### config.mk
export PLATFORM = sky130hd
export DESIGN_NAME = four_port_ram_arbiter_flat
export DESIGN_NICKNAME = d
export VERILOG_FILES = /design/src/rtl/four_port_ram_arbiter_pkg.sv /design/src/rtl/four_port_ram_arbiter_if.sv /design/src/rtl/four_port_ram_arbiter_shared_ram_array.sv /design/src/rtl/four_port_ram_arbiter.sv /design/src/flat_wrapper.sv
export SDC_FILE = /design/constraint.sdc
export NUM_CORES = 2
export LEC_CHECK = 0
export ABC_AREA = 1
export CAP_MARGIN = 25
export CORE_UTILIZATION = 49
export CTS_CLUSTER_SIZE = 25
export DETAILED_ROUTE_END_ITERATION = 10
export GPL_TIMING_DRIVEN = 0
export PLACE_DENSITY = 0.68
export SLEW_MARGIN = 20
export SYNTH_ARGS = -nofsm -noshare
export SYNTH_HDL_FRONTEND = slang
export SYNTH_HIERARCHICAL = 1
export SYNTH_SLANG_ARGS = --single-unit
### constraint.sdc
create_clock -name clk -period 21.1 [get_ports clk]
set_clock_uncertainty 0.1 [all_clocks]
set_input_delay 3.165 -clock clk [delete_from_list [all_inputs] [get_ports clk]]
set_output_delay 3.165 -clock clk [all_outputs]
set_load 0.05 [all_outputs]
### src/rtl/four_port_ram_arbiter_pkg.sv
// Shared definitions for the four-port RAM arbiter: port count, FSM states
// and the round-robin pick helper.
package four_port_ram_arbiter_pkg;

    localparam int NUM_PORTS = 4;

    typedef enum logic [0:0] {
        ST_INIT = 1'b0,
        ST_RUN  = 1'b1
    } state_t;

    typedef struct packed {
        logic       valid;
        logic [1:0] grant;
    } rr_pick_t;

    // First eligible port searching ptr, ptr+1, ... (mod 4). Scanning from the
    // far end down lets the closest candidate overwrite earlier hits.
    function automatic rr_pick_t rr_pick(input logic [NUM_PORTS-1:0] eligible,
                                         input logic [1:0]           ptr);
        rr_pick_t   pick;
        logic [1:0] idx;
        pick = '0;
        for (int i = NUM_PORTS - 1; i >= 0; i--) begin
            idx = ptr + 2'(i);
            if (eligible[idx]) begin
                pick.valid = 1'b1;
                pick.grant = idx;
            end
        end
        return pick;
    endfunction

endpackage

### src/rtl/four_port_ram_arbiter_if.sv
// Core-side bus of the four-port RAM arbiter: per-port request/command
// signals in, shared completion and return data out.
interface four_port_ram_arbiter_if
    import four_port_ram_arbiter_pkg::*;
#(
    parameter int ADDR_W = 8,
    parameter int DATA_W = 8
);
    logic [NUM_PORTS-1:0] req;
    logic [NUM_PORTS-1:0] we;
    logic [ADDR_W-1:0]    addr0;
    logic [ADDR_W-1:0]    addr1;
    logic [ADDR_W-1:0]    addr2;
    logic [ADDR_W-1:0]    addr3;
    logic [DATA_W-1:0]    wdata0;
    logic [DATA_W-1:0]    wdata1;
    logic [DATA_W-1:0]    wdata2;
    logic [DATA_W-1:0]    wdata3;
    logic [NUM_PORTS-1:0] ack;
    logic [DATA_W-1:0]    rdata;
    logic                 ready;

    modport master (
        output req, we, addr0, addr1, addr2, addr3,
        output wdata0, wdata1, wdata2, wdata3,
        input  ack, rdata, ready
    );

    modport slave (
        input  req, we, addr0, addr1, addr2, addr3,
        input  wdata0, wdata1, wdata2, wdata3,
        output ack, rdata, ready
    );
endinterface

### src/rtl/four_port_ram_arbiter_shared_ram_array.sv
// Shared storage: one synchronous write port, one asynchronous read port.
// No reset; contents are established by the arbiter's init sweep.
module shared_ram_array #(
    parameter int ADDR_W = 8,
    parameter int DATA_W = 8
) (
    input  logic              clk,
    input  logic              we,
    input  logic [ADDR_W-1:0] waddr,
    input  logic [DATA_W-1:0] wdata,
    input  logic [ADDR_W-1:0] raddr,
    output logic [DATA_W-1:0] rdata
);
    logic [DATA_W-1:0] mem [2**ADDR_W];

    always_ff @(posedge clk) begin
        if (we) begin
            mem[waddr] <= wdata;
        end
    end

    assign rdata = mem[raddr];
endmodule

### src/rtl/four_port_ram_arbiter.sv
// Round-robin arbiter giving four cores one-access-per-cycle use of a shared
// RAM, with an init sweep after reset and registered ack/rdata return.
module four_port_ram_arbiter
    import four_port_ram_arbiter_pkg::*;
#(
    parameter int ADDR_W        = 8,
    parameter int DATA_W        = 8,
    parameter int INIT_IDENTITY = 1
) (
    input  logic                     clk,
    input  logic                     reset,
    four_port_ram_arbiter_if.slave   bus
);
    state_t               state_reg, state_next;
    logic [ADDR_W-1:0]    cnt_reg, cnt_next;
    logic [1:0]           ptr_reg, ptr_next;
    logic [NUM_PORTS-1:0] ack_reg, ack_next;
    logic [DATA_W-1:0]    rdata_reg, rdata_next;
    logic                 ready_reg, ready_next;

    logic [ADDR_W-1:0]    port_addr  [NUM_PORTS];
    logic [DATA_W-1:0]    port_wdata [NUM_PORTS];
    logic [NUM_PORTS-1:0] grant_onehot;
    rr_pick_t             pick;

    logic                 mem_we;
    logic [ADDR_W-1:0]    mem_waddr;
    logic [DATA_W-1:0]    mem_wdata;
    logic [DATA_W-1:0]    mem_rdata;

    assign port_addr[0]  = bus.addr0;
    assign port_addr[1]  = bus.addr1;
    assign port_addr[2]  = bus.addr2;
    assign port_addr[3]  = bus.addr3;
    assign port_wdata[0] = bus.wdata0;
    assign port_wdata[1] = bus.wdata1;
    assign port_wdata[2] = bus.wdata2;
    assign port_wdata[3] = bus.wdata3;

    // The port acked this cycle is masked so its still-high req is not re-granted.
    assign pick = rr_pick(bus.req & ~ack_reg, ptr_reg);

    generate
        for (genvar gi = 0; gi < NUM_PORTS; gi++) begin : g_onehot
            assign grant_onehot[gi] = pick.valid && (pick.grant == 2'(gi));
        end
    endgenerate

    shared_ram_array #(
        .ADDR_W (ADDR_W),
        .DATA_W (DATA_W)
    ) u_ram (
        .clk   (clk),
        .we    (mem_we),
        .waddr (mem_waddr),
        .wdata (mem_wdata),
        .raddr (port_addr[pick.grant]),
        .rdata (mem_rdata)
    );

    always_ff @(posedge clk) begin
        if (reset) begin
            state_reg <= ST_INIT;
            cnt_reg   <= '0;
            ptr_reg   <= '0;
            ack_reg   <= '0;
            rdata_reg <= '0;
            ready_reg <= 1'b0;
        end else begin
            state_reg <= state_next;
            cnt_reg   <= cnt_next;
            ptr_reg   <= ptr_next;
            ack_reg   <= ack_next;
            rdata_reg <= rdata_next;
            ready_reg <= ready_next;
        end
    end

    always_comb begin
        state_next = state_reg;
        cnt_next   = cnt_reg;
        ptr_next   = ptr_reg;
        ack_next   = '0;
        rdata_next = rdata_reg;
        ready_next = ready_reg;
        mem_we     = 1'b0;
        mem_waddr  = cnt_reg;
        mem_wdata  = (INIT_IDENTITY != 0) ? DATA_W'(cnt_reg) : '0;

        case (state_reg)
            ST_INIT: begin
                mem_we   = 1'b1;
                cnt_next = cnt_reg + 1'b1;
                if (cnt_reg == {ADDR_W{1'b1}}) begin
                    state_next = ST_RUN;
                    ready_next = 1'b1;
                end
            end
            ST_RUN: begin
                if (pick.valid) begin
                    ack_next = grant_onehot;
                    ptr_next = pick.grant + 2'd1;
                    if (bus.we[pick.grant]) begin
                        mem_we     = 1'b1;
                        mem_waddr  = port_addr[pick.grant];
                        mem_wdata  = port_wdata[pick.grant];
                        rdata_next = port_wdata[pick.grant];
                    end else begin
                        rdata_next = mem_rdata;
                    end
                end
            end
            default: state_next = ST_INIT;
        endcase
    end

    assign bus.ack   = ack_reg;
    assign bus.rdata = rdata_reg;
    assign bus.ready = ready_reg;
endmodule

### src/flat_wrapper.sv
// flat-port wrapper written by rule: the top's interface ports become plain ports
module four_port_ram_arbiter_flat import four_port_ram_arbiter_pkg::*;
#(
    parameter int ADDR_W        = 8,
    parameter int DATA_W        = 8,
    parameter int INIT_IDENTITY = 1
)
  (clk, reset, bus_req, bus_we, bus_addr0, bus_addr1, bus_addr2, bus_addr3, bus_wdata0, bus_wdata1, bus_wdata2, bus_wdata3, bus_ack, bus_rdata, bus_ready);
  four_port_ram_arbiter_if #(.ADDR_W(ADDR_W), .DATA_W(DATA_W)) bus_i ();
  input  logic clk;
  input  logic reset;
  input wire logic [$bits(bus_i.req)-1:0] bus_req;
  input wire logic [$bits(bus_i.we)-1:0] bus_we;
  input wire logic [$bits(bus_i.addr0)-1:0] bus_addr0;
  input wire logic [$bits(bus_i.addr1)-1:0] bus_addr1;
  input wire logic [$bits(bus_i.addr2)-1:0] bus_addr2;
  input wire logic [$bits(bus_i.addr3)-1:0] bus_addr3;
  input wire logic [$bits(bus_i.wdata0)-1:0] bus_wdata0;
  input wire logic [$bits(bus_i.wdata1)-1:0] bus_wdata1;
  input wire logic [$bits(bus_i.wdata2)-1:0] bus_wdata2;
  input wire logic [$bits(bus_i.wdata3)-1:0] bus_wdata3;
  output wire logic [$bits(bus_i.ack)-1:0] bus_ack;
  output wire logic [$bits(bus_i.rdata)-1:0] bus_rdata;
  output wire logic [$bits(bus_i.ready)-1:0] bus_ready;
  assign bus_i.req = bus_req;
  assign bus_i.we = bus_we;
  assign bus_i.addr0 = bus_addr0;
  assign bus_i.addr1 = bus_addr1;
  assign bus_i.addr2 = bus_addr2;
  assign bus_i.addr3 = bus_addr3;
  assign bus_i.wdata0 = bus_wdata0;
  assign bus_i.wdata1 = bus_wdata1;
  assign bus_i.wdata2 = bus_wdata2;
  assign bus_i.wdata3 = bus_wdata3;
  assign bus_ack = bus_i.ack;
  assign bus_rdata = bus_i.rdata;
  assign bus_ready = bus_i.ready;
  four_port_ram_arbiter #(.ADDR_W(ADDR_W), .DATA_W(DATA_W), .INIT_IDENTITY(INIT_IDENTITY)) u_core (.clk(clk), .reset(reset), .bus(bus_i));
endmodule
After elaboration in Yosys (flattened, before gate mapping)
Memory sizes are Yosys's and may differ from the RTL's. A register that Yosys moved wholly into a read port is not among the register bits.
Cells that the tools add are included.
Storage, ports and cells
  flip-flop bits (word level): 16
  bits in writable memories: 2048
  input bits: 74
  output and inout bits: 13
  logic and storage cells: 67
  memories: 1
Operators by class
  add/sub/neg operators: 5
  magnitude comparators: 6
  equal/unequal tests: 4
  multiplexer cells: 33
  bitwise operators: 5
  reduce and logical (&&, ||, !) cells: 8
Memories
  u_core.u_ram.mem: depth 256, bits a word 8, read ports 1, clocked after memory_dff 1, wr ports 1, RTL line four_port_ram_arbiter_shared_ram_array.sv:14  | logic [DATA_W-1:0] mem [2**ADDR_W];
Operators by type and width (count)
  $mux W8: 10
  $bmux W8 S2: 2
  $lt A2 B3 Y1 const B: 5
  $mux W3: 4
  $mux W1: 11
  $bmux W1 S2: 5
  $add A8 B1 Y8 const B: 1
  $eq A8 B8 Y1 const B: 1
  $add A2 B1 Y2 const B: 2
  $add A2 B2 Y2 const B: 2
  $and A4 B4 Y4: 1
  $eq A2 B2 Y1 const B: 2
  $logic_and A1 B1 Y1: 4
  $not A4 Y4: 1
  $reduce_and A2 Y1: 2
  $ge A3 B3 Y1 const B: 1
  $not A2 Y3: 1
  $reduce_or A3 Y1: 1
  $eq A2 B1 Y1 const B: 1
  $logic_not A2 Y1: 1
  $not A1 Y1: 2
  $pmux W1 S2: 1

Depth between registers and ports, before layout
  word-level depth: 15
  gate-level depth with buffers: 34
  gate-level depth less buffers: 28

Modules after synthesis
Netlist, hierarchy kept.
Modules (own cells, without submodules)
  shared_ram_array: instances 1, cells each 6995, area each 83236.1 µm², seq. area each 61499.0 µm²
  four_port_ram_arbiter: instances 1, cells each 375, area each 2220.9 µm², seq. area each 480.5 µm²

Worst setup path before layout
OpenSTA, ideal clock, no wires.
  path kind: input -> register
  start: input port bus_req[3]
  end: memory u_core.u_ram.mem[0][5], data pin
  setup time: 2.187 ns
  arrival time: 14.322 ns
  required time: 18.813 ns
  setup slack: 4.491 ns
  stages: 14
  buffers on the path: 1
  path through: nand3_1 -> nand2_1 -> nand2_1 -> nand2_1 -> inv_2 -> nand3_4 -> nand2_4 -> nand2_1 -> nand3_4 -> nand2_4 -> inv_4 -> nor2_8 -> buf_6 -> o21ai_0
On the way
  word-level cells in the longest chain between the ends: 14
  elaborated cells on any way between the ends: 22
  those cells by class: mux: 20; bitwise: 2
Ends and longest elaborated chain
  from (decl): RTL line flat_wrapper.sv:12  | input wire logic [$bits(bus_i.req)-1:0] bus_req;
  $and A4 B4 Y4 (*): RTL line four_port_ram_arbiter.sv:41  | assign pick = rr_pick(bus.req & ~ack_reg, ptr_reg);
  $bmux W1 S2: RTL line four_port_ram_arbiter_pkg.sv:26  | if (eligible[idx]) begin
  $mux W1 (not written as such): RTL line four_port_ram_arbiter_pkg.sv:26
  $mux W3 (3 in a row): RTL line four_port_ram_arbiter_pkg.sv:26
  $mux W3 (*): RTL line four_port_ram_arbiter_pkg.sv:26
  $not A2 Y3 (not written as such): RTL line four_port_ram_arbiter.sv:106  | mem_wdata = port_wdata[pick.grant];
  $bmux W8 S2: RTL line four_port_ram_arbiter.sv:106
  $mux W8 (not written as such) (2 in a row): RTL line four_port_ram_arbiter.sv:106
  $mux W8: RTL line four_port_ram_arbiter.sv:103  | if (bus.we[pick.grant]) begin
  $mux W8 (*): RTL line four_port_ram_arbiter.sv:100  | if (pick.valid) begin
  $mux W8 (*): RTL line four_port_ram_arbiter.sv:90  | case (state_reg)
  via u_core.mem_wdata[5]: RTL line four_port_ram_arbiter.sv:28  | logic [DATA_W-1:0] mem_wdata;
  to (decl): RTL line four_port_ram_arbiter_shared_ram_array.sv:14
Mark *: on every way through the listed nets, which the timed path passes. The rest lies on a longest branch. The select of a mux whose other input is x is not followed.

Worst setup path in the final report
  start: input port bus_req[1]
  end: register u_core.rdata_reg[6] (netlist: u_core/bus.rdata[6])
On the way
  word-level cells in the longest chain between the ends: 11
  elaborated cells on any way between the ends: 18
  those cells by class: mux: 15; bitwise: 2; reduce/logical: 1
Ends and longest elaborated chain
  $and A4 B4 Y4 (*): RTL line four_port_ram_arbiter.sv:41
  $bmux W1 S2: RTL line four_port_ram_arbiter_pkg.sv:26
  $mux W1 (not written as such): RTL line four_port_ram_arbiter_pkg.sv:26
  $mux W3 (3 in a row): RTL line four_port_ram_arbiter_pkg.sv:26
  $mux W3 (*): RTL line four_port_ram_arbiter_pkg.sv:26
  $not A2 Y3 (not written as such): RTL line four_port_ram_arbiter.sv:57, four_port_ram_arbiter.sv:107
  $bmux W8 S2: RTL line four_port_ram_arbiter.sv:57  | .raddr (port_addr[pick.grant]),
  $mux W8 (not written as such) (2 in a row): RTL line four_port_ram_arbiter.sv:57
  to (signal assigned): RTL line four_port_ram_arbiter.sv:74  | rdata_reg <= rdata_next;
  to (decl): RTL line four_port_ram_arbiter.sv:18  | logic [DATA_W-1:0] rdata_reg, rdata_next;
Mark *: on every way between the ends. The rest lies on a longest branch, timed or not. The select of a mux whose other input is x is not followed.
A chain may end at the register's enable or synchronous reset.

==> metrics.yaml <==
status: "finished with violations"
violations: "DRC"
synth_compound_area_share_pct: 0.406
critPathKind: "input pin to register"
largest_reg_flops: 2048
synth_seq_cells: 2072
gp_congestion: 1.09
drive_above_1_share_pct: 11.6
r2r_slack_ns: 14.84
clk_latency_ns: 0.86
drc: 14
syn_avg_cell_area_um2: 11.6
finalSetupViolCount: 0
die_width_um: 420
rows: 152
multiInputGateArea_mm2: 0.0207
hold_violations: 0
syn_nets: 7449
cp.required_ns: 21.76
yosys_warnings: 6
fin_nets: 7904
vias: 66500
drtPass1Iterations: 11
maxSlewHeadroom_pct: 12.7
dieArea_mm2: 0.176
irDropWorstVdd_uv: 94.3
grt_max_degree: 41
io_pins: 87
numCtsBuffers: 207
die_y_um: 420
startpoint_type: "input pin"
synth-seq-area-share_pct: 72.5
htreeDepth: 4
hp-class: "register to register"
core_area_mm2: 0.172
synthArstFlopShare_pct: 0
period_needed_ns: 8.48
yosys.area_share.adder_pct: 0.0732
port-buffer-count: 86
p_leak_nw: 35.7
synth-main-ff-cell: "edfxtp_1"
finalCritPeriodShare_pct: 40.2
fill_cells: 14000
gr-total-overflow: 0
p_per_area_mw_per_mm2: 97.4
drv_cap: 0
drtIter0Drc: 12700
cts.path.max_buffers: 3
synth_top_family_by_area: "simple AND/OR/NAND/NOR gates"
start_util_pct: 49.5
cts_tree: "built"
arrival_ns: 9.14
synth.area.mux_share_pct: 0
clk_pin_slew_worst_paths_ns: 0.06
path_max_fanout: 12
synth_edf_count: 2048
end_kind: "register"
cts_setup_buffers: 0
layout_setup_ws_ns: 12.62
antenna_left: 0
cts-root-buf: "clkbuf_16"
seqCellArea_mm2: 0.0620
yosys.area_share.simple_pct: 23.5
rsz0062_at_grt: "false"
report.final.slew_viol_count: 0
routed_wl_um: 344000
grt.total_usage_pct: 38.5
syn_to_final_growth_pct: 16.0
fin_area_mm2: 0.0991
grt_pass1_vias: 60400
dpl_cell_area_mm2: 0.0922
worst_pin_slew_ns: 1.31
grt_first_pass_wirelength_um: 462000
synthXorXnorAreaFrac_pct: 0.0205
max_freq_ghz: 0.118
place_ws_ns: 12.18
syn_inst: 7370
dp_hpwl_um: 242000
grt_antenna_before_repair: 21
via_per_inst: 6.44
finalCoreUtilization_pct: 57.5
syn_area_mm2: 0.0855
cts_resized: 0
hold_buffers: 0
ys_types: 34
wl_per_cell_um: 33.3
cts_sinks: 2072
-- per-stage QoR --
step	cells	total power [mW]	hold WS, ns	TNS (ns)
4_1_cts	10300	9.55	0.387	0
3_3_place_gp	9766	5.96	0.353	-6216.05
3_5_place_dp	9896	5.97	0.353	0
6_report	10300	9.66	0.378	0
2_1_floorplan	7370	5.30	0.364	0
5_1_grt	10300	9.80	0.430	0
-- kinds of logic (layout without fill, tap and decap cells) --
logic type,after synthesis,in the layout
simple gates,4616,4616
flops,2072,2072
buf+inv,614,1247
compound gates,61,61
fa+ha+maj,5,5
xor+xnor,2,2
other cells,0,15
-- layout make-up --
cell class | count | share of cell area, %
clock buffers | 249 | 5.41
plain buffers | 498 | 2.60
inverters | 116 | 0.447
clock inverters | 138 | 1.33
flip-flops and latches | 2072 | 62.5
well taps | 2310 | 2.92
diodes | 15 | 0.0379
multi-input cells | 4684 | 20.9
repair buffers | 246 | 3.82
-- where the power goes --
| part | switching, mW | leakage (nW) | internal [mW] |
|---|---|---|---|
| Clock | 1.62 | 3.23 | 2.04 |
| Sequential | 0.00186 | 18.9 | 4.50 |
| Combinational | 1.16 | 13.7 | 0.344 |
-- worst max-delay path, stage by stage --
cell and delay (ns):
clkdlybuf4s50_1 0.44, nand3_1 0.11, nand2_1 0.09, nand2_1 0.14, nand2_1 0.10, inv_2 0.12
nand3_4 0.16, nand2_4 0.16, clkbuf_1 0.36, o21ai_0 0.14, o22ai_1 0.32, buf_4 0.43
clkbuf_2 0.63, buf_2 0.64, nand3_1 0.23, nand3_1 0.13, nand3_1 0.18, nand3_1 0.29
nand3_1 0.21, nand3_1 0.32, nand2_1 0.27, nand2_1 0.12, nand2_1 0.08, nand4_1 0.11
nand3_1 0.08, nand2_1 0.07, inv_1 0.04
-- Yosys cell counts (2+ instances only) --
cell	n	share of area, %
buf_6	18	0.24
clkbuf_1	116	0.51
nand3_1	2076	12
nor2_1	305	1.3
nand3_4	3	0.061
o21ai_0	29	0.17
o22ai_1	8	0.059
nor3_1	4	0.023
nand4_1	10	0.073
inv_2	5	0.022
inv_1	108	0.47
a21oi_1	11	0.064
ha_1	5	0.073
nand2_1	2207	9.7
o21ai_1	7	0.041
buf_2	274	1.6
buf_1	42	0.18
dfxtp_1	24	0.56
nand2_4	4	0.053
nand3b_1	2	0.018
o21ai_2	4	0.041
buf_4	47	0.41
edfxtp_1	2048	72
inv_4	3	0.022
-- cells in the final DEF, fill, tap and decap left out, types with 76 or more instances in the layout --
cell and n:
buf_16 76, buf_2 279, buf_4 95, clkbuf_1 126, clkbuf_16 208, clkdlybuf4s50_1 86
edfxtp_1 2048, inv_1 108, nand2_1 2207, nand3_1 2076, nor2_1 247
-- per-layer routing --
metal  wire [um]  share of wire (%)  GRT usage, %  vias to the layer above
met3       53900                 16          14.5                     1452
li1            -                  -             -                    27000
met1      116000                 34          48.0                    32100
met4       28500                8.3          25.2                       18
met5         407               0.12          1.19                        -
met2      145000                 42          55.8                     5933
-- final timing paths --
path,cells after the start,from,to
setup / recovery,27,bus_req[1],u_core/bus.rdata[6]$_SDFFE_PP0N_
hold reg to reg,1,u_core/bus.ready$_SDFFE_PP0P_,u_core/bus.ready$_SDFFE_PP0P_
hold / removal,1,u_core/bus.ready$_SDFFE_PP0P_,u_core/bus.ready$_SDFFE_PP0P_
setup reg to reg,28,u_core/ptr_reg[0]$_SDFFE_PP0N_,u_core/bus.rdata[6]$_SDFFE_PP0N_
Note: power is estimated with default switching activity, not from simulation.
